$ cat config.mk
export PLATFORM = sky130hd
export DESIGN_NAME = wb_arbiter
export DESIGN_NICKNAME = d
export VERILOG_FILES = /design/src/rtl/wb_arbiter.sv
export SDC_FILE = /design/constraint.sdc
export NUM_CORES = 1
export LEC_CHECK = 0
export CORE_ASPECT_RATIO = 1.25
export CORE_MARGIN = 2
export CORE_UTILIZATION = 25
export DETAILED_ROUTE_END_ITERATION = 7
export PLACE_DENSITY = 0.45
export SYNTH_ARGS = -nofsm -noshare
export SYNTH_HDL_FRONTEND = slang
export SYNTH_SLANG_ARGS = --single-unit
$ cat constraint.sdc
create_clock -name clk -period 4.66 [get_ports clk]
set_clock_uncertainty 0.05 [all_clocks]
set_input_delay 0.932 -clock clk [delete_from_list [all_inputs] [get_ports clk]]
set_output_delay 0.932 -clock clk [all_outputs]
set_load 0.005 [all_outputs]
$ cat src/rtl/wb_arbiter.sv
// -----------------------------------------------------------------------------
// wb_arbiter
//   Writeback arbiter for the integer register file's single write port
//   (we3/a3/wd3). In-pipeline writeback results always win the port.
//   Long-latency results (divider, multi-cycle ops) wait in a small in-order
//   FIFO and drain whenever the pipeline does not write.
//   A pending-destination scoreboard tells the hazard unit which registers
//   still wait for a long-latency result. A starvation counter requests a
//   writeback bubble when buffered results are blocked for too long.
//
// Handshake: a long-latency result transfers on a rising clock edge where
//   lv_valid && lv_ready. lv_ready depends only on registered state, and the
//   producer holds lv_rd/lv_wd stable while lv_valid is high and not accepted.
//
// Ports:
//   clk, reset            rising-edge clock, synchronous active-high reset
//   pipe_we/rd/wd         W-stage writeback (never back-pressured)
//   lv_valid/rd/wd        long-latency result in; lv_ready is accept
//   issue_valid/issue_rd  long-latency op issued; marks rd pending
//   rs1, rs2              D-stage sources; rs1_busy/rs2_busy are the hazards
//   wb_stall_req          registered request for a pipeline writeback bubble
//   we3, a3, wd3          register file write port
// -----------------------------------------------------------------------------
module wb_arbiter #(
   parameter int XLEN         = 32,
   parameter int E_SUPPORTED  = 0,
   parameter int DEPTH        = 2,
   parameter int STARVE_LIMIT = 4
) (
   input  logic            clk,
   input  logic            reset,
   input  logic            pipe_we,
   input  logic [4:0]      pipe_rd,
   input  logic [XLEN-1:0] pipe_wd,
   input  logic            lv_valid,
   input  logic [4:0]      lv_rd,
   input  logic [XLEN-1:0] lv_wd,
   output logic            lv_ready,
   input  logic            issue_valid,
   input  logic [4:0]      issue_rd,
   input  logic [4:0]      rs1,
   input  logic [4:0]      rs2,
   output logic            rs1_busy,
   output logic            rs2_busy,
   output logic            wb_stall_req,
   output logic            we3,
   output logic [4:0]      a3,
   output logic [XLEN-1:0] wd3
);

   localparam int NUMREGS = (E_SUPPORTED != 0) ? 16 : 32;
   localparam int RI      = (E_SUPPORTED != 0) ? 4 : 5;
   localparam int PW      = (DEPTH > 1) ? $clog2(DEPTH) : 1;
   localparam int CW      = $clog2(DEPTH + 1);
   localparam int SW      = $clog2(STARVE_LIMIT + 1);

   // ---------------------------------------------------------------- state
   logic [4:0]         fifo_rd_q [DEPTH];
   logic [4:0]         fifo_rd_d [DEPTH];
   logic [XLEN-1:0]    fifo_wd_q [DEPTH];
   logic [XLEN-1:0]    fifo_wd_d [DEPTH];
   logic [PW-1:0]      wr_ptr_q, wr_ptr_d;
   logic [PW-1:0]      rd_ptr_q, rd_ptr_d;
   logic [CW-1:0]      count_q, count_d;
   logic [NUMREGS-1:0] pending_q, pending_d;
   logic [SW-1:0]      starve_q, starve_d;
   logic               stall_q, stall_d;

   // ---------------------------------------------------------------- decode
   logic          pipe_wr;    // pipeline write to a real register
   logic          fifo_ne;
   logic          pop;
   logic          push;
   logic [4:0]    head_rd;
   logic [XLEN-1:0] head_wd;
   logic [RI-1:0] head_idx, issue_idx, rs1_idx, rs2_idx;

   assign pipe_wr  = pipe_we && (pipe_rd != 5'd0);
   assign fifo_ne  = (count_q != '0);
   assign head_rd  = fifo_rd_q[rd_ptr_q];
   assign head_wd  = fifo_wd_q[rd_ptr_q];
   assign head_idx  = head_rd[RI-1:0];
   assign issue_idx = issue_rd[RI-1:0];
   assign rs1_idx   = rs1[RI-1:0];
   assign rs2_idx   = rs2[RI-1:0];

   assign lv_ready = !reset && (count_q < CW'(DEPTH));
   // lv_rd==0 results are accepted but dropped: x0 is never written.
   assign push     = lv_valid && lv_ready && (lv_rd != 5'd0);
   assign pop      = !reset && !pipe_wr && fifo_ne;

   // ---------------------------------------------------------------- write port
   always_comb begin
      we3 = !reset && (pipe_wr || fifo_ne);
      a3  = 5'd0;
      wd3 = '0;
      if (pipe_wr) begin
         a3  = pipe_rd;
         wd3 = pipe_wd;
      end else if (fifo_ne) begin
         a3  = head_rd;
         wd3 = head_wd;
      end
   end

   // ---------------------------------------------------------------- hazards
   // The regfile writes on the falling edge, so a draining value is already
   // readable in the same cycle and does not count as busy.
   assign rs1_busy = (rs1 != 5'd0) && pending_q[rs1_idx] && !(pop && (head_idx == rs1_idx));
   assign rs2_busy = (rs2 != 5'd0) && pending_q[rs2_idx] && !(pop && (head_idx == rs2_idx));
   assign wb_stall_req = stall_q;

   // ---------------------------------------------------------------- next state
   always_comb begin
      fifo_rd_d = fifo_rd_q;
      fifo_wd_d = fifo_wd_q;
      wr_ptr_d  = wr_ptr_q;
      rd_ptr_d  = rd_ptr_q;
      count_d   = count_q;
      pending_d = pending_q;
      starve_d  = starve_q;
      stall_d   = stall_q;

      if (push) begin
         fifo_rd_d[wr_ptr_q] = lv_rd;
         fifo_wd_d[wr_ptr_q] = lv_wd;
         wr_ptr_d = (wr_ptr_q == PW'(DEPTH - 1)) ? '0 : wr_ptr_q + 1'b1;
      end
      if (pop) begin
         rd_ptr_d = (rd_ptr_q == PW'(DEPTH - 1)) ? '0 : rd_ptr_q + 1'b1;
      end
      // Push while full cannot happen (ready is low), so no overflow case.
      case ({push, pop})
         2'b10:   count_d = count_q + 1'b1;
         2'b01:   count_d = count_q - 1'b1;
         default: count_d = count_q;
      endcase

      // Clear before set so a same-cycle issue to the draining rd stays pending.
      if (pop) pending_d[head_idx] = 1'b0;
      if (issue_valid && (issue_idx != '0)) pending_d[issue_idx] = 1'b1;
      pending_d[0] = 1'b0;

      // Blocked cycles: buffered result waiting while the pipeline owns the port.
      // The counter saturates at the limit; only a pop releases the stall.
      if (pop) begin
         starve_d = '0;
      end else if (fifo_ne && pipe_wr && (starve_q != SW'(STARVE_LIMIT))) begin
         starve_d = starve_q + 1'b1;
      end
      stall_d = !pop && (stall_q || (starve_d == SW'(STARVE_LIMIT)));
   end

   // ---------------------------------------------------------------- flops
   always_ff @(posedge clk) begin
      if (reset) begin
         wr_ptr_q  <= '0;
         rd_ptr_q  <= '0;
         count_q   <= '0;
         pending_q <= '0;
         starve_q  <= '0;
         stall_q   <= 1'b0;
      end else begin
         wr_ptr_q  <= wr_ptr_d;
         rd_ptr_q  <= rd_ptr_d;
         count_q   <= count_d;
         pending_q <= pending_d;
         starve_q  <= starve_d;
         stall_q   <= stall_d;
      end
   end

   // Payload storage needs no reset: it is only read while count_q says valid.
   always_ff @(posedge clk) begin
      fifo_rd_q <= fifo_rd_d;
      fifo_wd_q <= fifo_wd_d;
   end

endmodule

==> impl_metrics.py <==
metrics = {
    "final_layout": {
        "area.sequential_um2": 3000,
        "multi_input_area_um2": 2430,
        "drive_gt1_share_pct": 10.4,
        "areaGrowthSynthToFinish_pct": 40.1,
        "nFillCells": 2212,
        "final_cell_mix": "clkdlybuf4s50_1 (135), nand2_1 (80), edfxtp_1 (74)",
        "num_antenna_cells": 0,
        "final_core_util_pct": 35.5,
        "final_common_cell": "clkdlybuf4s50_1",
        "nNetsFinal": 738,
    },
    "setup_path": {
        "worstReg2RegEnd": "pending_q[19]$_SDFF_PP0_",
        "rr_startpoint": "rd_ptr_q$_SDFFE_PP0N_",
        "worstPathCellList": "clkdlybuf4s50_1, mux4_2, mux4_2, o2111a_1, clkdlybuf4s50_1",
        "r2r_cells": 5,
        "worst_path_max_delay_cell": "clkdlybuf4s50_1",
        "crit_type": "in -> out",
        "critPathLaunch": "rs1[0]",
        "rrSetupSlack_ps": 2270,
        "required_ps": 3680,
        "slowest_delay_ps": 720,
        "crit_path_start_kind": "input pin",
        "setup.worst_path.end_class": "primary output",
        "arrival_ps": 3370,
        "crit_fanout": 7,
    },
    "place": {
        "port_buffers": 135,
        "place_hpwl_um": 11900,
        "gp_congestion": 0.821,
    },
    "die": {
        "num_rows": 61,
        "dieArea_um2": 23700,
        "core_um2": 22100,
        "die_h_um": 172,
        "die_x_um": 138,
        "initial_core_util_pct": 25.4,
        "io_pins": 136,
    },
    "worst_hold_path": {
        "whs_path_depth": 2,
        "holdPathEnd": "pending_q[18]$_SDFF_PP0_",
        "hp-class": "reg -> reg",
        "hp-start": "pending_q[18]$_SDFF_PP0_",
    },
    "global_routing": {
        "grt-ovfl-total": 0,
        "grt_pass1_vias": 4549,
        "antenna_found_initial": 1,
        "grt_pass1_wl_um": 25100,
        "grt_usage_pct": 13.7,
        "grt_max_degree": 67,
    },
    "yosys": {
        "ys_ff_latch": 113,
        "synth_top_area_cell": "edfxtp_1",
        "synth_top_cell_area_share_pct": 39.6,
        "ys.warnings.count": 0,
        "ys_seq_area_share_pct": 53.5,
        "synthCells": 510,
        "syn_area_per_cell_um2": 11.0,
        "synthesis.area_um2": 5610,
        "synth_edf_count": 74,
        "synth_cell_types": 51,
        "synthArstFlopShare_pct": 0,
        "synth-main-ff-cell": "edfxtp_1",
        "synth_area_leaders": "edfxtp_1 (40%), dfxtp_1 (14%), mux2i_1 (8.0%)",
        "synth_nets": 607,
    },
    "timing": {
        "finalHoldViolCount": 0,
        "fmax_mhz": 230,
        "relSlewSlack_pct": 40.6,
        "worst_pin_slew_ps": 889,
        "rsz0062_at_grt": "false",
        "fin_tns_setup_ps": 0,
        "layout_min_cycle_time_ps": 4350,
        "period_share_pct": 93.3,
        "finalSetupViolations": 0,
        "drv_slew": 0,
        "hold_slack_ps": 450,
    },
    "clock_tree": {
        "clk_latency_ps": 410,
        "cts_max_level": 4,
        "clock_path_buffers": 2,
        "cts_tree": "yes",
        "root_buffer": "clkbuf_16",
        "clk_pin_slew_ps": 60,
        "hold_buffers": 0,
        "cts_buffers": 17,
        "cts_setup_buffers": 0,
        "cts_resized": 0,
        "cts_num_sinks": 113,
    },
    "drt": {
        "wl_per_cell_um": 17.0,
        "drc": 0,
        "drt_iter0_drc": 286,
        "vias": 4436,
        "drt_pass1_iterations": 4,
        "antenna_left": 0,
        "routed_wl_um": 15900,
        "via_per_inst": 4.73,
    },
    "power": {
        "peakVddDrop_v": 0.000184,
        "leakage_nw": 2.58,
        "cellPowerDensity_nw_per_um2": 371,
    },
    "job": {
        "drv_cap": 0,
    },
    "outcome": {
        "outcome": "complete, no violations",
    },
}
==> through the flow <==
step	instances	power, mW	setup slack (ps)	area (um2)
after floorplan	510	1.40	1100	5610
after global placement	905	1.65	267	7260
after detailed placement	905	1.66	292	7260
after CTS	937	2.95	281	7860
after global routing	937	3.05	234	7860
final	937	2.91	313	7860
==> cell usage after synthesis, types with 2 or more instances <==
cell / count
xnor2_1: 9
buf_4: 2
a21oi_1: 37
clkbuf_1: 16
nor2_1: 24
mux4_2: 12
nor3_1: 7
ha_1: 3
xor2_1: 5
buf_6: 4
nor2b_1: 3
buf_2: 9
o22ai_1: 2
edfxtp_1: 74
a22oi_1: 2
nand2b_1: 8
mux2i_1: 45
o31ai_1: 37
o2111a_1: 2
dfxtp_1: 39
nand3_1: 15
nand2_1: 80
nand3b_1: 2
o21ai_1: 3
o21ai_0: 36
inv_1: 6
buf_1: 4
==> final cells by class <==
| type | count | area share (%) |
|---|---|---|
| multi-input combinational | 356 | 30.9 |
| tap | 283 | 4.50 |
| clock inverter | 12 | 1.53 |
| sequential | 113 | 38.2 |
| clock buffer | 20 | 6.09 |
| inverter | 6 | 0.286 |
| timing repair buffer | 147 | 18.5 |
==> power by group <==
group,total [mW],switching (mW),internal [mW]
registers,1.13,0.0225,1.11
clock network,1.29,0.480,0.806
logic,0.497,0.252,0.245
total,2.91,0.755,2.16
==> kinds of logic (layout without fill, tap and decap cells) <==
family                     Yosys count  after routing  share of synthesized area, %
adders and majority gates            3              3                         0.669
buffers and inverters               41            185                          3.61
xor gates and xnor gates            14             14                          2.19
DFF                                113            113                          53.5
and+or+nand+nor                    148            148                          11.8
muxes                               60             60                          13.8
AOI/OAI and AO/OA                  131            131                          14.4
==> how the worst max path moves through the flow <==
stage	to	slack (ps)	cells after the start
after floorplan	fifo_rd_q[0]$_DFFE_PP_	1100	4
after global placement	rs1_busy	270	5
after detailed placement	rs1_busy	290	5
after CTS	rs1_busy	280	5
after global routing	rs1_busy	230	5
final	rs1_busy	310	5
==> worst max-delay path: cells and delay by family <==
kind | cells | cell delay [ps]
buffers and inverters | 2 | 1180
AOI/OAI and AO/OA | 1 | 240
muxes | 2 | 1020
==> sequential cells by signal, indices dropped and copies added, names as in the netlist <==
signal	cells
count_q	2
fifo_rd_q	10
fifo_wd_q	64
pending_q	31
rd_ptr_q	1
starve_q	3
wb_stall_req	1
wr_ptr_q	1
==> metal layers <==
layer  up-vias  part of all wire, %  track usage [%]
met1      2093                   42             16.2
met3        22                  6.6             4.51
met2       156                   49             23.6
met5         -                0.082                0
met4         2                  1.5             4.61
li1       2163                    -                -
(Power assumes the default switching activity.)
